`config.mk`:
```
export PLATFORM = sky130hd
export DESIGN_NAME = multi_clk_gate_ctrl
export DESIGN_NICKNAME = d
export VERILOG_FILES = /design/src/rtl/multi_clk_gate_ctrl.sv
export SDC_FILE = /design/constraint.sdc
export NUM_CORES = 1
export LEC_CHECK = 0
export CAP_MARGIN = 5
export CORE_MARGIN = 10
export CORE_UTILIZATION = 60
export DETAILED_ROUTE_END_ITERATION = 8
export PLACE_DENSITY = 0.82
export REMOVE_ABC_BUFFERS = 1
export SYNTH_ARGS = -nofsm -noshare
export SYNTH_HDL_FRONTEND = slang
export SYNTH_SLANG_ARGS = --single-unit
```
`constraint.sdc`:
```
create_clock -name clk -period 9.4 [get_ports clk]
set_input_delay 1.88 -clock clk [delete_from_list [all_inputs] [get_ports clk]]
set_output_delay 1.88 -clock clk [all_outputs]
set_load 0.02 [all_outputs]
```
`src/rtl/multi_clk_gate_ctrl.sv`:
```
// Multi-channel clock gate controller: per-channel OFF/WAKE/ON/DRAIN FSM with
// idle hysteresis, glitch-free latch-based gating and a saturating wake counter.

module mcg_ch #(
  parameter int IDLE_W      = 8,
  parameter int WAKE_CYCLES = 2
) (
  input  logic              clk,
  input  logic              rst_n,
  input  logic              req,
  input  logic [IDLE_W-1:0] idle_thresh,
  output logic              en_q,
  output logic              ch_on_q,
  output logic              wake_evt
);
  typedef enum logic [1:0] {OFF, WAKE, ON, DRAIN} state_e;

  localparam logic [3:0] WAKE_LAST = 4'(WAKE_CYCLES - 1);

  state_e            state_q, state_d;
  logic [3:0]        wcnt_q, wcnt_d;
  logic [IDLE_W-1:0] idle_q, idle_d;
  logic              en_d, ch_on_d;

  assign wake_evt = (state_q == OFF) && req;

  always_comb begin
    state_d = state_q;
    wcnt_d  = wcnt_q;
    idle_d  = idle_q;
    case (state_q)
      OFF: if (req) begin
        state_d = WAKE;
        wcnt_d  = WAKE_LAST;
      end
      // wake always runs to completion, regardless of req
      WAKE: if (wcnt_q == 4'd0) state_d = ON;
            else wcnt_d = wcnt_q - 4'd1;
      ON: if (!req) begin
        if (idle_thresh == '0) state_d = OFF;
        else begin
          state_d = DRAIN;
          idle_d  = idle_thresh;
        end
      end
      DRAIN: if (req) begin
        state_d = ON;
        idle_d  = '0;
      end else if (idle_q <= IDLE_W'(1)) begin
        state_d = OFF;
        idle_d  = '0;
      end else begin
        idle_d = idle_q - IDLE_W'(1);
      end
      default: state_d = OFF;
    endcase
    en_d    = (state_d != OFF);
    ch_on_d = (state_d == ON) || (state_d == DRAIN);
  end

  always_ff @(posedge clk or negedge rst_n) begin
    if (!rst_n) begin
      state_q <= OFF;
      wcnt_q  <= '0;
      idle_q  <= '0;
      en_q    <= 1'b0;
      ch_on_q <= 1'b0;
    end else begin
      state_q <= state_d;
      wcnt_q  <= wcnt_d;
      idle_q  <= idle_d;
      en_q    <= en_d;
      ch_on_q <= ch_on_d;
    end
  end
endmodule

module multi_clk_gate_ctrl #(
  parameter int NUM_CH      = 4,
  parameter int IDLE_W      = 8,
  parameter int WAKE_CYCLES = 2
) (
  input  logic              clk,
  input  logic              rst_n,
  input  logic [NUM_CH-1:0] busy,
  input  logic [NUM_CH-1:0] force_on,
  input  logic [IDLE_W-1:0] idle_thresh,
  input  logic              scan_en,
  output logic [NUM_CH-1:0] gclk,
  output logic [NUM_CH-1:0] ch_on,
  output logic [15:0]       wake_cnt
);
  logic [NUM_CH-1:0] en_q, ch_on_q, wake_evt, gate_lat;
  logic [15:0]       wake_cnt_q, wake_cnt_d;
  logic [4:0]        wake_sum;
  logic [16:0]       wake_ext;

  for (genvar i = 0; i < NUM_CH; i++) begin : g_ch
    mcg_ch #(.IDLE_W(IDLE_W), .WAKE_CYCLES(WAKE_CYCLES)) u_ch (
      .clk         (clk),
      .rst_n       (rst_n),
      .req         (busy[i] | force_on[i]),
      .idle_thresh (idle_thresh),
      .en_q        (en_q[i]),
      .ch_on_q     (ch_on_q[i]),
      .wake_evt    (wake_evt[i])
    );
  end

  // Transparent while clk is low, so the enable is stable across the high phase.
  always_latch begin
    if (!rst_n)    gate_lat = '0;
    else if (!clk) gate_lat = en_q | {NUM_CH{scan_en}};
  end

  assign gclk     = {NUM_CH{clk}} & gate_lat;
  assign ch_on    = ch_on_q;
  assign wake_cnt = wake_cnt_q;

  always_comb begin
    wake_sum = '0;
    for (int i = 0; i < NUM_CH; i++) wake_sum = wake_sum + {4'b0, wake_evt[i]};
    wake_ext   = {1'b0, wake_cnt_q} + {12'b0, wake_sum};
    wake_cnt_d = wake_ext[16] ? 16'hFFFF : wake_ext[15:0];
  end

  always_ff @(posedge clk or negedge rst_n) begin
    if (!rst_n) wake_cnt_q <= '0;
    else        wake_cnt_q <= wake_cnt_d;
  end
endmodule
```
# --- After elaboration in Yosys (flattened, before gate mapping) ---
# Index checks and enable logic that the tools add are counted.
classes:
  add_sub_neg: 12
  magnitude_cmp: 4
  n_eq_ne: 36
  n_mux: 59
  n_bitwise: 6
  n_reduce_logical: 37
op_table:
  columns: ["cell", "count"]
  rows:
  - ["two-way mux 8 bit", 13]
  - ["case mux 8 bit (2 select lines)", 4]
  - ["two-way mux 4 bit", 12]
  - ["two-way mux 2 bit", 21]
  - ["== test 2 bit (second input constant)", 16]
  - ["less-or-equal comparator 8 x 1 -> 1 bit (second input constant)", 4]
  - ["case mux 2 bit (4 select lines)", 4]
  - ["case mux 4 bit (2 select lines)", 4]
  - ["subtractor 8 x 1 -> 8 bit (second input constant)", 4]
  - ["inequality test 2 bit (second input constant)", 12]
  - ["AND reduction 3 bit", 8]
  - ["nonzero test 2 bit", 12]
  - ["adder 16 x 4 -> 17 bit", 1]
  - ["logical NOT 4 bit", 4]
  - ["two-way mux 16 bit", 1]
  - ["subtractor 4 x 1 -> 4 bit (second input constant)", 4]
  - ["== test 2 x 1 -> 1 bit (second input constant)", 4]
  - ["logical NOT 2 bit", 4]
  - ["logical NOT 8 bit", 1]
  - ["inequality test 2 x 1 -> 1 bit (second input constant)", 4]
  - ["adder 3 x 1 -> 4 bit", 1]
  - ["AND 4 bit", 1]
  - ["logical AND 1 bit", 4]
  - ["logical OR 1 bit", 4]
  - ["other kinds (4)", 7]
totals:
  ff_bits: 80
  latch_bits: 4
  in_bits: 19
  out_inout_bits: 24
  wordCells: 179

# --- Longest topological paths before layout ---
# Gate-level depths: netlist (run 1).
depth:
  ltp_word: 7
  mapped_depth: 13
  ltp_nobuf: 11

# --- Cells and area by module ---
# Synthesis (run 1) repeated with hierarchy kept, for this count alone.
hier_totals:
  cells_unflattened: 536
  hier_area_um2: 5262.5
by_module_without_submodules:
  columns: ["mod", "n_inst", "cells_each", "area_each_um2", "seq_area_each_um2"]
  rows:
  - ["mcg_ch", 4, 109, 1058.5, 400.4]
  - ["multi_clk_gate_ctrl", 1, 100, 1028.5, 400.4]

==> metrics.yaml, run 1 <==
slew-limit-headroom: 0.4003
grt_pass1_wl_mm: 21.97
final-hold-violation-count: 0
final_nets: 639
initial_core_util: 0.6179
fill_cells: 607
avgRoutedWirePerCell_um: 18.12
grt.busiest_layer: "met2"
multi_input_comb_area_um2: 2713
clkPwrFrac: 0.237
instances_no_fill: 711
synth-warning-count: 0
rr_worst_depth: 1
drt-total-wl_mm: 12.88
synth_most_common_cell: "dfrtp_1"
fp.dieH_um: 112.0
regToRegStartpoint: "g_ch[0].u_ch.en_q"
synth_top_family_by_area: "compound AO/OA/AOI/OAI gates"
critPathLaunch: "gate_lat[2]"
hold_class: "reg2latch"
setup_violations: 0
synth-compound-area-share: 0.2331
grt_usage: 0.2165
synth_mux_area_frac: 0.01651
synth_edf_count: 0
seq_area_um2: 2062
setup_slack_ns: 1.177
met2_usage: 0.3003
ios: 43
yosys.area_share.adder: 0.05372
finClkSkew_ns: 0.1261
worstSetupEndpoint: "gclk[2]"
critPathCaptureType: "primary output"
power_density_nw_per_um2: 342.9
overflow: 0
antenna_found_initial: 0
yosysTopAreaCellShare: 0.3943
switching_share: 0.4221
drive_gt1_frac: 0.09406
synth_area_leaders: "dfrtp_1 39%, ha_1 4.2%, o21ai_0 3.5%"
insertedDiodeCount: 0
p_leak_uw: 0.002577
grt_max_degree: 71
r2r_slack_ns: 4.28
ys_types: 59
core_um2: 8217
synth-xor-area-share: 0.02760
cap_violations: 0
rsz0062_at_grt: "false"
synth_common_cells: "80 x dfrtp_1, 44 x inv_1, 44 x nand2_1"
dr.first_iter.drc_count: 369
clk_latency_ns: 0.56
synth_area_um2: 5077
rows: 33
worstSetupStartpointType: "latch"
gp_congestion: 0.8762
via_per_inst: 6.456
slew_viol_final: 0
dr.pass1.iters: 6
use_met1: 0.2408
worstPathRequired_ns: 7.52
vias: 4590
port_buffers: 42
pre_cts_slack_ns: 1.826
dieArea_um2: 12540
finalSetupTns_ns: 0
dieWidth_um: 112.0
cts_tree: "done"
grt_pass1_vias: 4654
use_met3: 0.1353
cp.arrival_ns: 6.34
place_inst: 672
crit_type: "latch2out"
yosys.area_share.simple: 0.2033
internal_power_uw: 1186
r2r-end: "gate_lat[0]"
clkTransAtPathRegs_ns: 0.07
drc_errors: 0
postSynthAreaPerCell_um2: 9.265
status: "finished clean"
ir_drop_v: 0.0001530
synthCells: 548
power_frac_seq: 0.330
yosysTopAreaCell: "dfrtp_1"
post-dp-hpwl_mm: 8.442
async_flop_share: 0.9524
tightest_slew_ns: 0.8996
cp_max_fo: 1
synth_ff_type: "dfrtp_1"
combPwrFrac: 0.433
synthToLayoutAreaGrowth_pct: 17.84
ys_seq_elements: 84
p_sw_uw: 866.2
drtAntennaViolNets: 0
cell type report:
cell class | instances | area share
clock buffers | 35 | 0.07298
clock inverters | 3 | 0.006692
inverters | 44 | 0.02760
multi-input cells | 396 | 0.4534
flip-flops and latches | 84 | 0.3446
well taps | 105 | 0.02196
repair buffers | 44 | 0.07277
metrics by stage:
step / cell area [um2] / hold WS [ns] / total power, uW / util
detailed placement: 5497 / -2.170 / 1588 / 0.6690
global route: 5983 / 0.4445 / 2228 / 0.7282
finish: 5983 / 0.4211 / 2052 / 0.7282
floorplan: 4940 / -2.820 / 1312 / -
CTS: 5983 / 0.4146 / 2046 / 0.7282
global placement: 5497 / -2.180 / 1537 / 0.6690
layout by cell type (no fill, tap or decap), types with 9 or more instances in the layout:
cell              n
a22oi_1          20
a2bb2oi_1        11
a32oi_1          12
and2_1            9
clkbuf_8         28
clkdlybuf4s50_1  41
dfrtp_1          80
ha_1             17
inv_1            44
nand2_1          44
nand3_1          13
nor2_1           30
nor3_1           24
o211ai_1         10
o21ai_0          36
o22ai_1          27
xor2_1           16
worst max-delay path, cell delays in order (launching register included):
cell,delay (ns)
dlxtp_1,0.31
and2_1,0.14
clkdlybuf4s50_1,0.62
per-layer routing:
metal,up-vias,routed length (um)
li1,2140,-
met1,2218,5286
met2,195,6086
met3,37,1133
met4,0,376
met5,-,0
power groups by stage:
stage	clock [uW]	combinational (uW)	sequential (uW)
after floorplan	21.0	625	666
after global placement	37.9	830	669
after detailed placement	37.9	873	677
after CTS	496	878	672
after global routing	525	996	706
final	486	888	678
registers in the layout, summed over array words and instances (netlist names):
name               cells
g_ch.u_ch.ch_on_q      4
g_ch.u_ch.en_q         4
g_ch.u_ch.idle_q      32
g_ch.u_ch.state_q      8
g_ch.u_ch.wcnt_q      16
gate_lat               4
wake_cnt              16
cells by family (layout without fill, tap and decap cells):
logic type	after synthesis	in the layout
and+or+nand+nor	188	188
AOI/OAI and AO/OA	165	165
buffers and inverters	68	126
DFF	80	80
muxes	7	7
xor gates and xnor gates	16	16
latches	4	4
adders and majority gates	20	20
how the worst min path moves through the flow:
stage	depth (start not counted)	slack [ns]	start	to
floorplan	0	-2.82	rst_n	clock gate
global placement	2	-2.18	rst_n	clock gate
detailed placement	2	-2.17	rst_n	clock gate
CTS	1	0.41	g_ch[1].u_ch.en_q	gate_lat[1]
global route	1	0.44	g_ch[0].u_ch.en_q	gate_lat[0]
finish	1	0.42	g_ch[1].u_ch.en_q	gate_lat[1]
what timing repair did:
item	CTS	global route
setup buffers	0	0
hold buffers	5	0
gates resized for setup	0	0
endpoints found under the hold margin	1	0
(Power assumes the default switching activity.)
==> run 2: changes to the inputs <==
--- a/config.mk
+++ b/config.mk
@@ -8,8 +8,9 @@
 export CAP_MARGIN = 5
 export CORE_MARGIN = 10
 export CORE_UTILIZATION = 60
+export CTS_CLUSTER_DIAMETER = 50
 export DETAILED_ROUTE_END_ITERATION = 8
-export PLACE_DENSITY = 0.82
+export PLACE_DENSITY = 0.81
 export REMOVE_ABC_BUFFERS = 1
 export SYNTH_ARGS = -nofsm -noshare
 export SYNTH_HDL_FRONTEND = slang
==> run 2 against run 1 <==
Register-to-register slack worse by 0.03 ns. Flip-flop and latch count unchanged. Sequential power about the same. Critical path type unchanged.
==> metrics.yaml, run 2 (same netlist as run 1, synthesis figures left out) <==
status: "finished clean"
power_density_nw_per_um2: 340.9  # -0.58%
rr_worst_depth: 1  # unchanged
vias: 4549  # -0.89%
final_nets: 639  # unchanged
core_um2: 8217  # unchanged
initial_core_util: 0.6179  # unchanged
final_cell_mix: "80 x dfrtp_1, 44 x inv_1, 44 x nand2_1, 41 x clkdlybuf4s50_1, 36 x o21ai_0"
critPathCaptureType: "primary output"
path_cells: "and2_1 > clkdlybuf4s50_1"
finalSetupTns_ns: 0  # unchanged
fp.dieH_um: 112.0  # unchanged
fin_hold_ws_ns: 0.4756  # +0.05449 ns
clkTransAtPathRegs_ns: 0.03  # -0.04 ns
dr.first_iter.drc_count: 356  # -3.5%
cap_violations: 0  # unchanged
r2r_slack_ns: 4.25  # -0.03 ns
grt_max_degree: 65  # -8.5%
post-dp-hpwl_mm: 8.381  # -0.72%
via_per_inst: 6.398  # -0.89%
power_frac_seq: 0.333  # +0.003
whs_path_depth: 7  # +6
dieArea_um2: 12540  # unchanged
dieWidth_um: 112.0  # unchanged
setup_violations: 0  # unchanged
switching_share: 0.4244  # +0.002276
cp_max_fo: 1  # unchanged
worstPathRequired_ns: 7.52  # about the same
insertedDiodeCount: 0  # unchanged
gp_congestion: 0.8654  # -1.2%
slowest_delay_ns: 0.61  # about the same
regMostFlops: "g_ch.u_ch.idle_q"
ios: 43  # unchanged
tightest_slew_ns: 0.8316  # -0.06804 ns
drt-total-wl_mm: 12.64  # -1.9%
final-hold-violation-count: 0  # unchanged
ir_drop_v: 0.0001606  # +5.0%
cp.arrival_ns: 6.35  # about the same
rows: 33  # unchanged
setup_slack_ns: 1.166  # -0.01127 ns
internal_power_uw: 1172  # -1.1%
dr.pass1.iters: 5  # -1
grt_pass1_wl_mm: 21.74  # -1.0%
slew-limit-headroom: 0.4405  # +0.04025
final_common_cell: "dfrtp_1"
synthToLayoutAreaGrowth_pct: 17.64
clk_latency_ns: 0.54  # -0.02 ns
drive_gt1_frac: 0.09406  # unchanged
r2r-end: "gate_lat[2]"
postLayoutCellArea_um2: 5973  # -0.17%
critPathLaunch: "gate_lat[3]"
drc_errors: 0  # unchanged
port_buffers: 42  # unchanged
regToRegStartpoint: "g_ch[2].u_ch.en_q"
cts_tree: "done"
crit_type: "latch2out"
p_leak_uw: 0.002571  # -0.24%
antenna_found_initial: 0  # unchanged
overflow: 0  # unchanged
drtAntennaViolNets: 0  # unchanged
hp-start: "rst_n"
clkPwrFrac: 0.234  # -0.003
placed_cell_area_um2: 5497  # unchanged
hold_class: "in2gate"
path_buf_inv: 1  # unchanged
grt_pass1_vias: 4479  # -3.8%
avgRoutedWirePerCell_um: 17.78  # -1.9%
grt_usage: 0.2163  # about the same
p_sw_uw: 864.3  # -0.22%
cp_slowest_cell: "clkdlybuf4s50_1"
pre_cts_slack_ns: 1.826  # +0.0007100 ns
worstSetupStartpointType: "latch"
rsz0062_at_grt: "false"
largest_reg_flops: 32  # unchanged
finClkSkew_ns: 0.08784  # -0.03822 ns
final_core_util: 0.7270  # -0.001218
postCtsSetupRepairBufs: 0  # unchanged
slew_viol_final: 0  # unchanged
combPwrFrac: 0.432  # about the same
crit_family: "buffers and inverters"
[run 2: changes by cell type in the layout (fill, tap and decap cells not counted), sizes merged]
cell    delta
clkbuf     -2
clkinv     +2
[run 2: what timing repair did]
action                                 4_1_cts  5_1_grt
gates resized for setup                      0        0
hold buffers                                 5        0
endpoints found under the hold margin        1        0
[run 2: layout make-up]
cell class,count,area [um2]
Multi-Input combinational cell,396,2713
Clock inverter,5,57.56
Fill cell,584,2243
Timing Repair Buffer,44,435.4
Clock buffer,33,409.1
Tap cell,105,131.4
Sequential cell,84,2062
Inverter,44,165.2
[run 2: metrics by stage]
stage          std cells  power, uW
6_report             711       2037
5_1_grt              711       2213
4_1_cts              711       2037
3_5_place_dp         672       1583
3_3_place_gp         672       1539
2_1_floorplan        524       1312
[run 2: power by group through the flow]
stage | sequential (uW) | clock, uW | combinational [uW]
after global placement | 671 | 37.9 | 830
after global routing | 704 | 521 | 988
after floorplan | 666 | 21.0 | 625
final | 679 | 477 | 881
after detailed placement | 677 | 37.9 | 868
after CTS | 673 | 487 | 877
[run 2: worst max-delay path by stage]
stage / end / slack, ns / cells after the start
2_1_floorplan: gclk[0] / 2.32 / 1
3_3_place_gp: gclk[3] / 1.85 / 2
3_5_place_dp: gclk[3] / 1.83 / 2
4_1_cts: gclk[3] / 1.13 / 2
5_1_grt: gclk[3] / 0.80 / 2
6_report: gclk[3] / 1.17 / 2
[run 2: per-layer routing]
metal	share of wire	vias up	wire length, um	global-route usage
met2	0.48	160	6070	0.3089
met3	0.060	30	753	0.09662
met5	0	-	0	0
met1	0.44	2210	5541	0.2609
li1	-	2149	-	-
met4	0.022	0	277	0.1354
[run 2: worst min-delay path, stage by stage]
cell	delay (ns)
dlygate4sd3_1	0.53
dlygate4sd3_1	0.54
dlygate4sd3_1	0.56
buf_4	0.22
dlygate4sd3_1	0.61
buf_4	0.40
dlygate4sd3_1	0.68
